==> config.mk <==
export PLATFORM = sky130hd
export DESIGN_NAME = alu_nxn_seq
export DESIGN_NICKNAME = d
export VERILOG_FILES = /design/src/rtl/alu_nxn_seq.sv
export SDC_FILE = /design/constraint.sdc
export NUM_CORES = 1
export LEC_CHECK = 0
export ABC_CLOCK_PERIOD_IN_PS = 3600
export CORE_AREA = 2 2 91 93
export CTS_BUF_LIST = sky130_fd_sc_hd__clkbuf_4
export DETAILED_ROUTE_END_ITERATION = 10
export DIE_AREA = 0 0 93 95
export GPL_ROUTABILITY_DRIVEN = 0
export HOLD_SLACK_MARGIN = 0.08
export PLACE_DENSITY = 0.82
export SLEW_MARGIN = 20
export SYNTH_ARGS = -nofsm -noshare
export SYNTH_HDL_FRONTEND = slang
export SYNTH_SLANG_ARGS = --single-unit
==> constraint.sdc <==
create_clock -name clk -period 3.6 [get_ports clk]
set_input_delay 0.36 -clock clk [delete_from_list [all_inputs] [get_ports clk]]
set_output_delay 0.36 -clock clk [all_outputs]
set_load 0.01 [all_outputs]
==> src/rtl/alu_nxn_seq.sv <==
// Parametrised sequential ALU: single-cycle ADD/SUB/logic/NOT plus iterative
// shift-add multiply and restoring divide, sequenced by a start/busy/done handshake.
module alu_nxn_seq #(
    parameter int W = 8
) (
    input  logic           clk,
    input  logic           rst_n,
    input  logic           start,
    input  logic [W-1:0]   a,
    input  logic [W-1:0]   b,
    input  logic           cin,
    input  logic [2:0]     op,
    output logic [2*W-1:0] res,
    output logic           busy,
    output logic           done,
    output logic           dz
);

    localparam int CW = $clog2(W + 1);

    localparam logic [2:0] OP_ADD = 3'b000;
    localparam logic [2:0] OP_SUB = 3'b001;
    localparam logic [2:0] OP_AND = 3'b010;
    localparam logic [2:0] OP_OR  = 3'b011;
    localparam logic [2:0] OP_XOR = 3'b100;
    localparam logic [2:0] OP_MUL = 3'b101;
    localparam logic [2:0] OP_DIV = 3'b110;

    typedef enum logic {IDLE, CALC} state_t;

    state_t          state_q, state_d;
    logic [2*W:0]    acc_q, acc_d;
    logic [W-1:0]    opnd_q, opnd_d;
    logic            is_div_q, is_div_d;
    logic [CW-1:0]   cnt_q, cnt_d;
    logic [2*W-1:0]  res_d;
    logic            done_d, dz_d;

    logic [W:0]      add_sum, sub_diff;
    logic [2*W-1:0]  single_res;
    logic [W:0]      mul_sum;
    logic [2*W:0]    mul_next;
    logic [2*W:0]    div_shift;
    logic [W+1:0]    div_diff;
    logic [2*W:0]    div_next;
    logic [2*W:0]    step_next;

    // Single-cycle results come straight from the live inputs at the accepting edge.
    always_comb begin
        add_sum  = {1'b0, a} + {1'b0, b} + {{W{1'b0}}, cin};
        sub_diff = {1'b0, a} - {1'b0, b} - {{W{1'b0}}, cin};
        case (op)
            OP_ADD:  single_res = {{(W-1){1'b0}}, add_sum};
            OP_SUB:  single_res = {{(W-1){1'b0}}, sub_diff};
            OP_AND:  single_res = {{W{1'b0}}, a & b};
            OP_OR:   single_res = {{W{1'b0}}, a | b};
            OP_XOR:  single_res = {{W{1'b0}}, a ^ b};
            default: single_res = {{W{1'b0}}, ~a};
        endcase
    end

    // acc holds {partial product, remaining multiplier} for MUL and
    // {partial remainder, dividend/quotient bits} for DIV.
    always_comb begin
        mul_sum   = acc_q[2*W:W] + {1'b0, (acc_q[0] ? opnd_q : {W{1'b0}})};
        mul_next  = {1'b0, mul_sum, acc_q[W-1:1]};
        div_shift = {acc_q[2*W-1:0], 1'b0};
        div_diff  = {1'b0, div_shift[2*W:W]} - {2'b00, opnd_q};
        div_next  = div_diff[W+1] ? div_shift
                                  : {div_diff[W:0], div_shift[W-1:1], 1'b1};
        step_next = is_div_q ? div_next : mul_next;
    end

    always_comb begin
        state_d  = state_q;
        acc_d    = acc_q;
        opnd_d   = opnd_q;
        is_div_d = is_div_q;
        cnt_d    = cnt_q;
        res_d    = res;
        dz_d     = dz;
        done_d   = 1'b0;
        case (state_q)
            IDLE: begin
                if (start) begin
                    if (op == OP_MUL) begin
                        acc_d    = {{(W+1){1'b0}}, b};
                        opnd_d   = a;
                        is_div_d = 1'b0;
                        cnt_d    = '0;
                        state_d  = CALC;
                    end else if (op == OP_DIV) begin
                        acc_d    = {{(W+1){1'b0}}, a};
                        opnd_d   = b;
                        is_div_d = 1'b1;
                        cnt_d    = '0;
                        state_d  = CALC;
                    end else begin
                        res_d  = single_res;
                        dz_d   = 1'b0;
                        done_d = 1'b1;
                    end
                end
            end
            CALC: begin
                acc_d = step_next;
                cnt_d = cnt_q + CW'(1);
                if (cnt_q == CW'(W - 1)) begin
                    res_d   = step_next[2*W-1:0];
                    dz_d    = is_div_q && (opnd_q == '0);
                    done_d  = 1'b1;
                    state_d = IDLE;
                end
            end
            default: state_d = IDLE;
        endcase
    end

    always_ff @(posedge clk or negedge rst_n) begin
        if (!rst_n) begin
            state_q  <= IDLE;
            acc_q    <= '0;
            opnd_q   <= '0;
            is_div_q <= 1'b0;
            cnt_q    <= '0;
            res      <= '0;
            done     <= 1'b0;
            dz       <= 1'b0;
        end else begin
            state_q  <= state_d;
            acc_q    <= acc_d;
            opnd_q   <= opnd_d;
            is_div_q <= is_div_d;
            cnt_q    <= cnt_d;
            res      <= res_d;
            done     <= done_d;
            dz       <= dz_d;
        end
    end

    assign busy = (state_q == CALC);

endmodule

## Yosys cells after proc, flatten, opt, wreduce, memory -nomap -nowiden

Index checks and enable logic that the tools add are counted.

| cells by class | value |
|---|---|
| $add $sub $neg | 7 |
| equality and inequality tests | 12 |
| mux-type cells | 36 |
| bitwise logic cells | 5 |
| reductions and logical operators | 7 |

Operators by type and width:

| cell | number |
|---|---|
| 17-bit two-way mux | 5 |
| 16-bit two-way mux | 4 |
| 9-bit case mux with 5 select lines | 1 |
| 17-bit case mux with 2 select lines | 1 |
| 16-bit case mux with 2 select lines | 1 |
| 8-bit two-way mux | 3 |
| 1-bit two-way mux | 14 |
| 4-bit two-way mux | 3 |
| 9-bit by 8-bit subtractor with 10-bit output | 1 |
| 8-bit by 8-bit adder with 9-bit output | 1 |
| 9-bit by 1-bit adder with 9-bit output | 1 |
| 9-bit by 8-bit adder with 9-bit output | 1 |
| 3-bit equality test, second input constant | 3 |
| 8-bit by 8-bit subtractor with 9-bit output | 1 |
| 9-bit by 1-bit subtractor with 9-bit output | 1 |
| 8-bit AND | 1 |
| 8-bit zero test | 1 |
| 8-bit inverter | 1 |
| 8-bit bitwise OR | 1 |
| 4-bit case mux with 2 select lines | 1 |
| 8-bit XOR | 1 |
| 3-bit by 2-bit equality test with 1-bit output, second input constant | 2 |
| 2-bit != test, second input constant | 3 |
| 1-bit case mux with 2 select lines | 3 |
| 12 further kinds | 12 |

| word-level totals | value |
|---|---|
| register bits after elaboration | 49 |
| bits of input ports | 23 |

## Logic depth before layout (Yosys ltp)

Gate-level depths: netlist (run 1).

| logic depth | value |
|---|---|
| depth after elaboration | 7 |
| mapped depth | 10 |
| gate-level depth less buffers | 10 |

## Worst setup path after synthesis (run 1)

Ideal clock, no wire load.

| timing path | value |
|---|---|
| path kind | reg2reg |
| from | reg acc_q[0] |
| to | reg res[13] |
| data arrival time | 2.414 ns |
| data required time | 3.475 ns |
| slack | 1.061 ns |
| cell stages (with the launch flop) | 10 |
| clock period less this slack | 2.539 ns |
| cell sequence | dfrtp_1 -> and2_1 -> ha_1 -> fa_1 -> a211o_1 -> a21o_1 -> a21oi_1 -> xnor2_1 -> a221o_1 -> mux2_4 |

| between the ends | value |
|---|---|
| longest elaborated chain between the ends | 5 |

RTL lines:

| item | line | text |
|---|---|---|
| start, declared | 32 | `logic [2*W:0] acc_q, acc_d;` |
| start signal, assigned | 122 | `acc_q <= '0;` |
| start signal, assigned | 131 | `acc_q <= acc_d;` |
| 8-bit two-way mux | 65 | `mul_sum = acc_q[2*W:W] + {1'b0, (acc_q[0] ? opnd_q : {W{1'b0}})};` |
| 9-bit by 8-bit adder with 9-bit output | 65 |  |
| 17-bit two-way mux | 71 | `step_next = is_div_q ? div_next : mul_next;` |
| 16-bit two-way mux | 108 | `if (cnt_q == CW'(W - 1)) begin` |
| 16-bit case mux with 2 select lines | 83 | `case (state_q)` |
| end signal, assigned | 135 | `res <= res_d;` |
| end, declared | 13 | `output logic [2*W-1:0] res,` |

No other way between the ends. The select of a mux whose other input is x is not followed.
A chain may end at the register's enable or synchronous reset.

## Final worst setup path (run 1)

Same ends and word-level chain as after synthesis.

==> results of run 1 <==
[cells in the mapped netlist, drive strengths merged (9+ instances only)]
| cell | number |
|---|---|
| a211oi | 13 |
| o21ai | 43 |
| a21oi | 54 |
| and2 | 10 |
| o21a | 13 |
| nor2 | 64 |
| ha | 47 |
| clkbuf | 16 |
| dfrtp | 49 |
| inv | 44 |
| nand3 | 13 |
| xnor2 | 9 |
| nand2 | 44 |
[cell type report]
cell class                      count  area share (%)
Multi-Input combinational cell    454            60.1
Timing Repair Buffer               53            9.56
Inverter                           44            3.15
Tap cell                          105            2.51
Clock inverter                      3           0.550
Sequential cell                    49            23.4
Clock buffer                        5           0.717
[kinds of logic (layout without fill, tap and decap cells)]
kind of cell / count (synthesis) / in the layout / share of synthesized area (%)
flip-flops: 49 / 49 / 26.4
AND/OR/NAND/NOR: 172 / 172 / 17.2
AO/OA/AOI/OAI: 200 / 200 / 29.1
XOR/XNOR: 17 / 17 / 3.21
multiplexers: 12 / 12 / 2.88
adder cells (fa/ha/maj): 53 / 53 / 15.2
buffers and inverters: 68 / 105 / 5.90
[cells in the final DEF, fill, tap and decap left out, drive strengths merged, types with 6 or more instances in the layout]
cell,count
dfrtp,49
o21a,13
a21o,7
clkdlybuf4s50,40
inv,46
mux2,8
ha,47
nor2,64
and2,10
xor2,8
xnor2,9
o211ai,8
nand2,44
fa,6
nand3,13
a21oi,54
o21ai,43
a211oi,13
buf,12
nor2b,8
nor3,7
a32o,6
[registers in the layout, summed over array words and instances, names as in the netlist]
| register | count |
|---|---|
| busy | 1 |
| opnd_q | 8 |
| done | 1 |
| acc_q | 17 |
| is_div_q | 1 |
| cnt_q | 4 |
| dz | 1 |
| res | 16 |
[through the flow]
step	utilization [%]	power (mW)	worst slack (ns)	cells	instance area (µm²)
2_1_floorplan	-	3.16	1.06	571	4650
3_3_place_gp	65.0	3.83	0.658	704	5160
3_5_place_dp	65.0	3.94	0.490	704	5160
4_1_cts	65.9	4.25	0.813	712	5220
5_1_grt	66.0	4.65	0.721	713	5240
6_report	66.0	4.30	0.755	713	5240
[per-layer routing]
layer | GRT usage (%) | vias up
met4 | 12.6 | 0
li1 | - | 2134
met2 | 49.8 | 196
met1 | 37.0 | 2081
met3 | 3.83 | 51
met5 | 0 | -
[worst max-delay path by stage]
stage                         from      end  slack, ns  depth (start not counted)
after floorplan           acc_q[0]  res[13]       1.06                          9
after global placement        a[1]   res[7]       0.66                          9
after detailed placement      b[0]   res[7]       0.49                         10
after CTS                 acc_q[0]  res[13]       0.81                          9
after global routing      acc_q[0]  res[13]       0.72                          9
final                     acc_q[0]  res[13]       0.75                          9
[power by group through the flow]
stage	clock network, mW	logic, mW	registers, mW
after floorplan	0	2.11	1.04
after global placement	0	2.72	1.12
after detailed placement	0	2.81	1.13
after CTS	0.306	2.83	1.11
after global routing	0.329	3.16	1.16
final	0.304	2.87	1.12
[what timing repair did]
action,4_1_cts,5_1_grt
hold buffers,0,1
gates resized for setup,0,0
endpoints found under the hold margin,0,49
==> results_dict.tcl, run 1 <==
set metrics [dict create \
    rsz0062_at_grt "false" \
    dp_hpwl_um 9330 \
    yosysSeqAreaShare_pct 26.4 \
    finalMaxSlewViolations 0 \
    finalHoldViolations 0 \
    crit_type "reg2reg" \
    insertion_delay_ns 0.39 \
    cts.sinks 49 \
    worst_slew_pin_slew_ns 0.876 \
    yosysTopAreaCell "dfrtp_1" \
    crit_path_cell_trace "and2_1 > ha_1 > fa_1 > a211o_1 > a21o_1 > a21oi_1 > xnor2_1 > a221o_1 > mux2_4" \
    ys_ff_latch 49 \
    synth_top_flop_cell "dfrtp_1" \
    met3_length_um 692 \
    tritoncts "done" \
    fin_setup_tns_ns 0 \
    status "finished clean" \
    cts_buffer_depth 2 \
    wl_met1_um 5390 \
    switching_share_pct 48.3 \
    ir_drop_uv 328 \
    switchingPower_mw 2.08 \
    numPortBuffers 41 \
    reg2reg_to "res[13]" \
    syn_inst 571 \
    antenna_found_initial 0 \
    path_clk_slew_ns 0.18 \
    ys_warn_count 0 \
    htree_levels 2 \
    synth_edf_count 0 \
    hold_slack_ns 0.507 \
    area_growth_pct 12.7 \
    arrival_ns 3.15 \
    synth_area_um2 4650 \
    grt_pass1_vias 4263 \
    multi_input_area_um2 3150 \
    wl_per_cell_um 17.4 \
    start_util_pct 58.6 \
    vias_per_cell 6.26 \
    p_int_mw 2.22 \
    drive_above_1_share_pct 7.24 \
    grt_use_total_pct 29.1 \
    n_fill_cell 683 \
    p_per_area_nw_per_um2 821 \
    synth_async_sr_flop_share_pct 100 \
    top_layer "met4" \
    power_leakage_nw 2.36 \
    cp_max_fo 10 \
    register_area_um2 1230 \
    timing.slew.headroom_pct 41.6 \
    dieHeight_um 95 \
    diodes 0 \
    drc 0 \
    post_cts_buffers 0 \
    postRouteAntennaNets 0 \
    vias 4462 \
    wl_um 12400 \
    root_buffer "clkbuf_4" \
    finalCritPeriodShare_pct 79.0 \
    gr-total-overflow 0 \
    numCtsBuffers 5 \
    crit_buf_inv 0 \
    routed-wl-met2_um 5780 \
    slowest_delay_ns 0.53 \
    grt_max_degree 50 \
    pin_count 42 \
    p_comb_share_pct 66.8 \
    dieWidth_um 93 \
    r2r_slack_ns 0.75 \
    cp.required_ns 3.91 \
    first_iter_violations 362 \
    worstRegToRegCells 9 \
    synth_nets 647 \
    synthTopCellsByArea "dfrtp_1, ha_1, a21oi_1" \
    reg2reg_from "acc_q[0]" \
    drt_pre_antenna_iters 5 \
    yosysTopAreaCellShare_pct 26.4 \
    fin_crit_ns 2.85 \
    fmax_ghz 0.351 \
    pwr-share-clk_pct 7.1 \
    die_area_um2 8840 \
    ys_types 72 \
    cap_violations 0 \
    grt_pass1_wl_um 20400 \
    core_um2 7930 \
    min_path_type "in2async" \
    start_kind "flop" \
    skew_ns 0.0119 \
    core.rowCount 33 \
    power_frac_seq_pct 26.1 \
    setup_viol 0 \
    end_kind "flop" \
    synthesis.area_per_instance_um2 8.14 \
    nets 683 \
    cp_top_family "compound AO/OA/AOI/OAI gates" \
    cpMaxStageDelayCell "dfrtp_1" \
]
Note: power is estimated with default switching activity, not from simulation.
==> inputs of run 2 (changes only) <==
--- a/config.mk
+++ b/config.mk
@@ -5,7 +5,7 @@
 export SDC_FILE = /design/constraint.sdc
 export NUM_CORES = 1
 export LEC_CHECK = 0
-export ABC_CLOCK_PERIOD_IN_PS = 3600
+export ABC_CLOCK_PERIOD_IN_PS = 2800
 export CORE_AREA = 2 2 91 93
 export CTS_BUF_LIST = sky130_fd_sc_hd__clkbuf_4
 export DETAILED_ROUTE_END_ITERATION = 10
==> constraint.sdc (replaced) <==
create_clock -name clk -period 2.8 [get_ports clk]
set_input_delay 0.28 -clock clk [delete_from_list [all_inputs] [get_ports clk]]
set_output_delay 0.28 -clock clk [all_outputs]
set_load 0.01 [all_outputs]
==> run 2 against run 1 <==
Against the previous run:
- sequential power grew 25%
- final cell count is 2.8% higher
- sequential share of layout area shrank 0.72 points
- flip-flop and latch count unchanged
- register-to-register slack got worse by 0.58 ns
- utilization grew 2.1 points
- largest power group unchanged
- design area grew 3.2%
- via count increased by 3.0%
==> results_dict.tcl, run 2 (synthesized netlist as in run 1, its figures left out) <==
set metrics [dict create \
    setup_viol 0 \
    start_kind "flop" \
    dp_hpwl_um 9540 \
    place_area_um2 5310 \
    wl_um 12500 \
    cts_buffer_depth 2 \
    dieHeight_um 95 \
    finalHoldViolations 0 \
    finalCritPeriodShare_pct 93.8 \
    crit_type "reg2reg" \
    worst_slew_pin_slew_ns 0.730 \
    p_per_area_nw_per_um2 1040 \
    pin_count 42 \
    diodes 0 \
    first_iter_violations 407 \
    start_util_pct 58.6 \
    power_leakage_nw 2.47 \
    arrival_ns 2.91 \
    r2r_slack_ns 0.17 \
    numPortBuffers 41 \
    end_kind "flop" \
    numCtsBuffers 5 \
    crit_path_cell_trace "and2_1 > ha_1 > fa_1 > a211o_1 > a21o_1 > a21oi_1 > xnor2_1 > a221o_1 > mux2_4" \
    root_buffer "clkbuf_4" \
    vias_per_cell 6.27 \
    slowest_delay_ns 0.42 \
    dieWidth_um 93 \
    wl_per_cell_um 17.1 \
    crit_buf_inv 0 \
    status "finished clean" \
    vias 4595 \
    drt_pre_antenna_iters 5 \
    tritoncts "done" \
    grt_pass1_vias 4429 \
    fin_ws_ns 0.173 \
    core.rowCount 33 \
    fin_setup_tns_ns 0 \
    htree_levels 2 \
    grt_use_total_pct 29.5 \
    reg2reg_from "opnd_q[0]" \
    cp_top_family "compound AO/OA/AOI/OAI gates" \
    drive_above_1_share_pct 10.4 \
    cp.required_ns 3.08 \
    grt_max_degree 34 \
    hold_slack_ns 0.391 \
    drc 0 \
    core_um2 7930 \
    cp_max_fo 3 \
    antenna_found_initial 0 \
    cts.repair.resized 0 \
    final_area_um2 5400 \
    path_clk_slew_ns 0.16 \
    reg_top3 "acc_q: 17 flops, res: 16 flops, opnd_q: 8 flops" \
    fmax_ghz 0.381 \
    reg2reg_to "res[13]" \
    min_path_type "in2async" \
    timing.slew.headroom_pct 51.3 \
    ir_drop_uv 455 \
    regMostFlops "acc_q" \
    nets 703 \
    grt_pass1_wl_um 20800 \
    worstRegToRegCells 9 \
    cap_violations 0 \
    insertion_delay_ns 0.37 \
    area_growth_pct 16.2 \
    fin_crit_ns 2.63 \
    cts.sinks 49 \
    place_ws_ns -0.0784 \
    largest_reg_flops 17 \
    rsz0062_at_grt "false" \
    skew_ns 0.0186 \
    postRouteAntennaNets 0 \
    final_cell_mix "nor2_1, a21oi_1, dfrtp_1, ha_1" \
    die_area_um2 8840 \
    finalMaxSlewViolations 0 \
    final_common_cell "nor2_1" \
    cpMaxStageDelayCell "fa_1" \
    gr-total-overflow 0 \
]
==> run 2: cell type report <==
| cell class | count | area [µm²] |
|---|---|---|
| well taps | 105 | 131 |
| clock inverters | 3 | 43.8 |
| repair buffers | 73 | 648 |
| fillers | 657 | 2530 |
| inverters | 44 | 165 |
| clock buffers | 5 | 37.5 |
| multi-input cells | 454 | 3150 |
| flip-flops and latches | 49 | 1230 |
==> run 2: power by group <==
group / internal [mW] / switching [mW]
Sequential: 1.05 / 0.353
Combinational: 1.75 / 2.04
Clock: 0.190 / 0.251
==> run 2: metrics by stage <==
step                utilization [%]  total power [mW]  std cells
finish                         68.1              5.64        733
global route                   68.1              6.11        733
CTS                            68.1              5.59        733
detailed placement             66.9              5.14        724
global placement               66.9              5.01        724
floorplan                         -              4.06        571
==> run 2: how the worst max path moves through the flow <==
stage	startpoint	slack, ns	cells after the start	end
floorplan	acc_q[0]	0.26	9	res[13]
global placement	b[0]	0.04	10	res[7]
detailed placement	a[0]	-0.08	10	res[7]
CTS	opnd_q[0]	0.18	9	res[13]
global route	a[0]	0.05	10	res[7]
finish	opnd_q[0]	0.17	9	res[13]
==> run 2: what timing repair did <==
action                     CTS  global route
hold endpoints to repair    21             0
setup endpoints to repair    0             0
buffers inserted             0             0
hold buffers                 1             0
==> run 2: metal layers <==
| metal | up-vias | GRT usage [%] | share of wire, % |
|---|---|---|---|
| met4 | 0 | 14.3 | 4.0 |
| met5 | - | 0 | 0 |
| met1 | 2149 | 38.0 | 42 |
| li1 | 2174 | - | - |
| met2 | 227 | 49.5 | 47 |
| met3 | 45 | 3.27 | 6.9 |
==> inputs of run 3 (changes only) <==
--- a/config.mk
+++ b/config.mk
@@ -13,7 +13,6 @@
 export GPL_ROUTABILITY_DRIVEN = 0
 export HOLD_SLACK_MARGIN = 0.08
 export PLACE_DENSITY = 0.82
-export SLEW_MARGIN = 20
 export SYNTH_ARGS = -nofsm -noshare
 export SYNTH_HDL_FRONTEND = slang
 export SYNTH_SLANG_ARGS = --single-unit
==> run 3 against run 2 <==
Against the previous run:
- clock power barely moved
- design area barely moved
- via count rose by 0.26%
- global-route usage did not move
- wire length fell by 0.12%
- worst setup slack got worse by 0.010 ns
- count of clock-buffer cells in the layout did not move
- sequential power barely moved
- combinational power barely moved
- non-clock buffer count did not move
- clock skew barely moved
- critical path type unchanged
- critical endpoint unchanged
- largest cell class unchanged
- largest power group unchanged
==> results_dict.tcl, run 3 (synthesized netlist as in run 1, its figures left out) <==
set metrics [dict create \
    status "finished clean" \
    timing.slew.headroom_pct 21.2 \
    finalCritPeriodShare_pct 94.2 \
    end_kind "flop" \
    postRouteAntennaNets 0 \
    antenna_found_initial 0 \
    cts.sinks 49 \
    numCtsBuffers 5 \
    finalCoreUtilization_pct 68.1 \
    regMostFlops "acc_q" \
    wl_per_cell_um 17.0 \
    power_leakage_nw 2.47 \
    cts_buffer_depth 2 \
    dp_hpwl_um 9540 \
    grt_pass1_wl_um 20800 \
    cp.required_ns 3.08 \
    crit_path_cell_trace "and2_1 > ha_1 > fa_1 > a211o_1 > a21o_1 > a21oi_1 > xnor2_1 > a221o_1 > mux2_4" \
    finalMaxSlewViolations 0 \
    grt_max_degree 34 \
    first_iter_violations 394 \
    final_cell_mix "nor2_1, a21oi_1, dfrtp_1, ha_1" \
    cts_hold_buf 1 \
    skew_ns 0.0189 \
    hold_slack_ns 0.392 \
    final_common_cell "nor2_1" \
    tritoncts "done" \
    post_cts_buffers 0 \
    largest_reg_flops 17 \
    start_kind "flop" \
    cpMaxStageDelayCell "fa_1" \
    insertion_delay_ns 0.37 \
    power_frac_seq_pct 24.8 \
    slowest_delay_ns 0.42 \
    crit_type "reg2reg" \
    area_growth_pct 16.2 \
    min_path_type "in2async" \
    pin_count 42 \
    p_per_area_nw_per_um2 1050 \
    cp_max_fo 3 \
    fin_setup_tns_ns 0 \
    htree_levels 2 \
    gr-total-overflow 0 \
    vias 4607 \
    drt_pre_antenna_iters 6 \
    root_buffer "clkbuf_4" \
    path_clk_slew_ns 0.16 \
    setup_viol 0 \
    cts.repair.resized 0 \
    pwr-share-clk_pct 7.8 \
    cap_violations 0 \
    nets 703 \
    vias_per_cell 6.29 \
    switching_share_pct 47.0 \
    diodes 0 \
    numPortBuffers 41 \
    finalHoldViolations 0 \
    switchingPower_mw 2.65 \
    drive_above_1_share_pct 10.2 \
    worst_slew_pin_slew_ns 1.18 \
    dieHeight_um 95 \
    ir_drop_uv 458 \
    fin_crit_ns 2.64 \
    p_comb_share_pct 67.4 \
    core_um2 7930 \
    grt_use_total_pct 29.5 \
    core.rowCount 33 \
    rsz0062_at_grt "false" \
    dieWidth_um 93 \
    die_area_um2 8840 \
    drc 0 \
    grt_pass1_vias 4429 \
    fmax_ghz 0.379 \
    wl_um 12500 \
    arrival_ns 2.92 \
    p_int_mw 2.99 \
    start_util_pct 58.6 \
    n_fill_cell 657 \
    reg_top3 "acc_q: 17 flops, res: 16 flops, opnd_q: 8 flops" \
]
-- run 3: stage by stage --
step / instance area (µm²) / total power [mW] / worst slack, ns / instances
global route: 5400 / 6.11 / 0.0540 / 733
CTS: 5400 / 5.59 / 0.178 / 733
finish: 5400 / 5.65 / 0.162 / 733
global placement: 5310 / 5.01 / 0.0419 / 724
detailed placement: 5310 / 5.14 / -0.0784 / 724
floorplan: 4650 / 4.06 / 0.261 / 571
-- run 3: final timing paths --
path | startpoint | end | slack (ns) | depth (start not counted)
setup / recovery | opnd_q[0] | res[13] | 0.16 | 9
hold / removal | rst_n | cnt_q[2] | 0.39 | 2
setup reg to reg | opnd_q[0] | res[13] | 0.16 | 9
hold reg to reg | dz | dz | 0.51 | 2
max in group asynchronous | rst_n | opnd_q[3] | 1.76 | 3
min in group clk | dz | dz | 0.51 | 2
-- run 3: power by group through the flow --
stage	combinational [mW]	clock, mW	sequential, mW
after floorplan	2.72	0	1.34
after global placement	3.60	0	1.41
after detailed placement	3.73	0	1.41
after CTS	3.75	0.443	1.39
after global routing	4.19	0.466	1.45
final	3.80	0.442	1.40
-- run 3: routing by layer --
layer / track usage, % / wire, µm / up-vias
li1: - / - / 2176
met1: 38.0 / 5270 / 2162
met2: 49.5 / 5910 / 224
met3: 3.27 / 810 / 45
met4: 14.3 / 498 / 0
met5: 0 / 0 / -
-- run 3: layout make-up --
class	instances	area [µm²]	share of cell area (%)
multi-input cells	454	3150	58.3
flip-flops and latches	49	1230	22.7
repair buffers	73	648	12.0
inverters	44	165	3.06
well taps	105	131	2.43
clock inverters	3	43.8	0.811
clock buffers	5	37.5	0.695
-- run 3: critical path: cells and delay by family, from the launching register on --
kind	cells	cell delay, ns
flip-flops	1	0.41
adder cells (fa/ha/maj)	2	0.62
XOR/XNOR	1	0.08
AO/OA/AOI/OAI	4	1.02
multiplexers	1	0.27
AND/OR/NAND/NOR	1	0.16
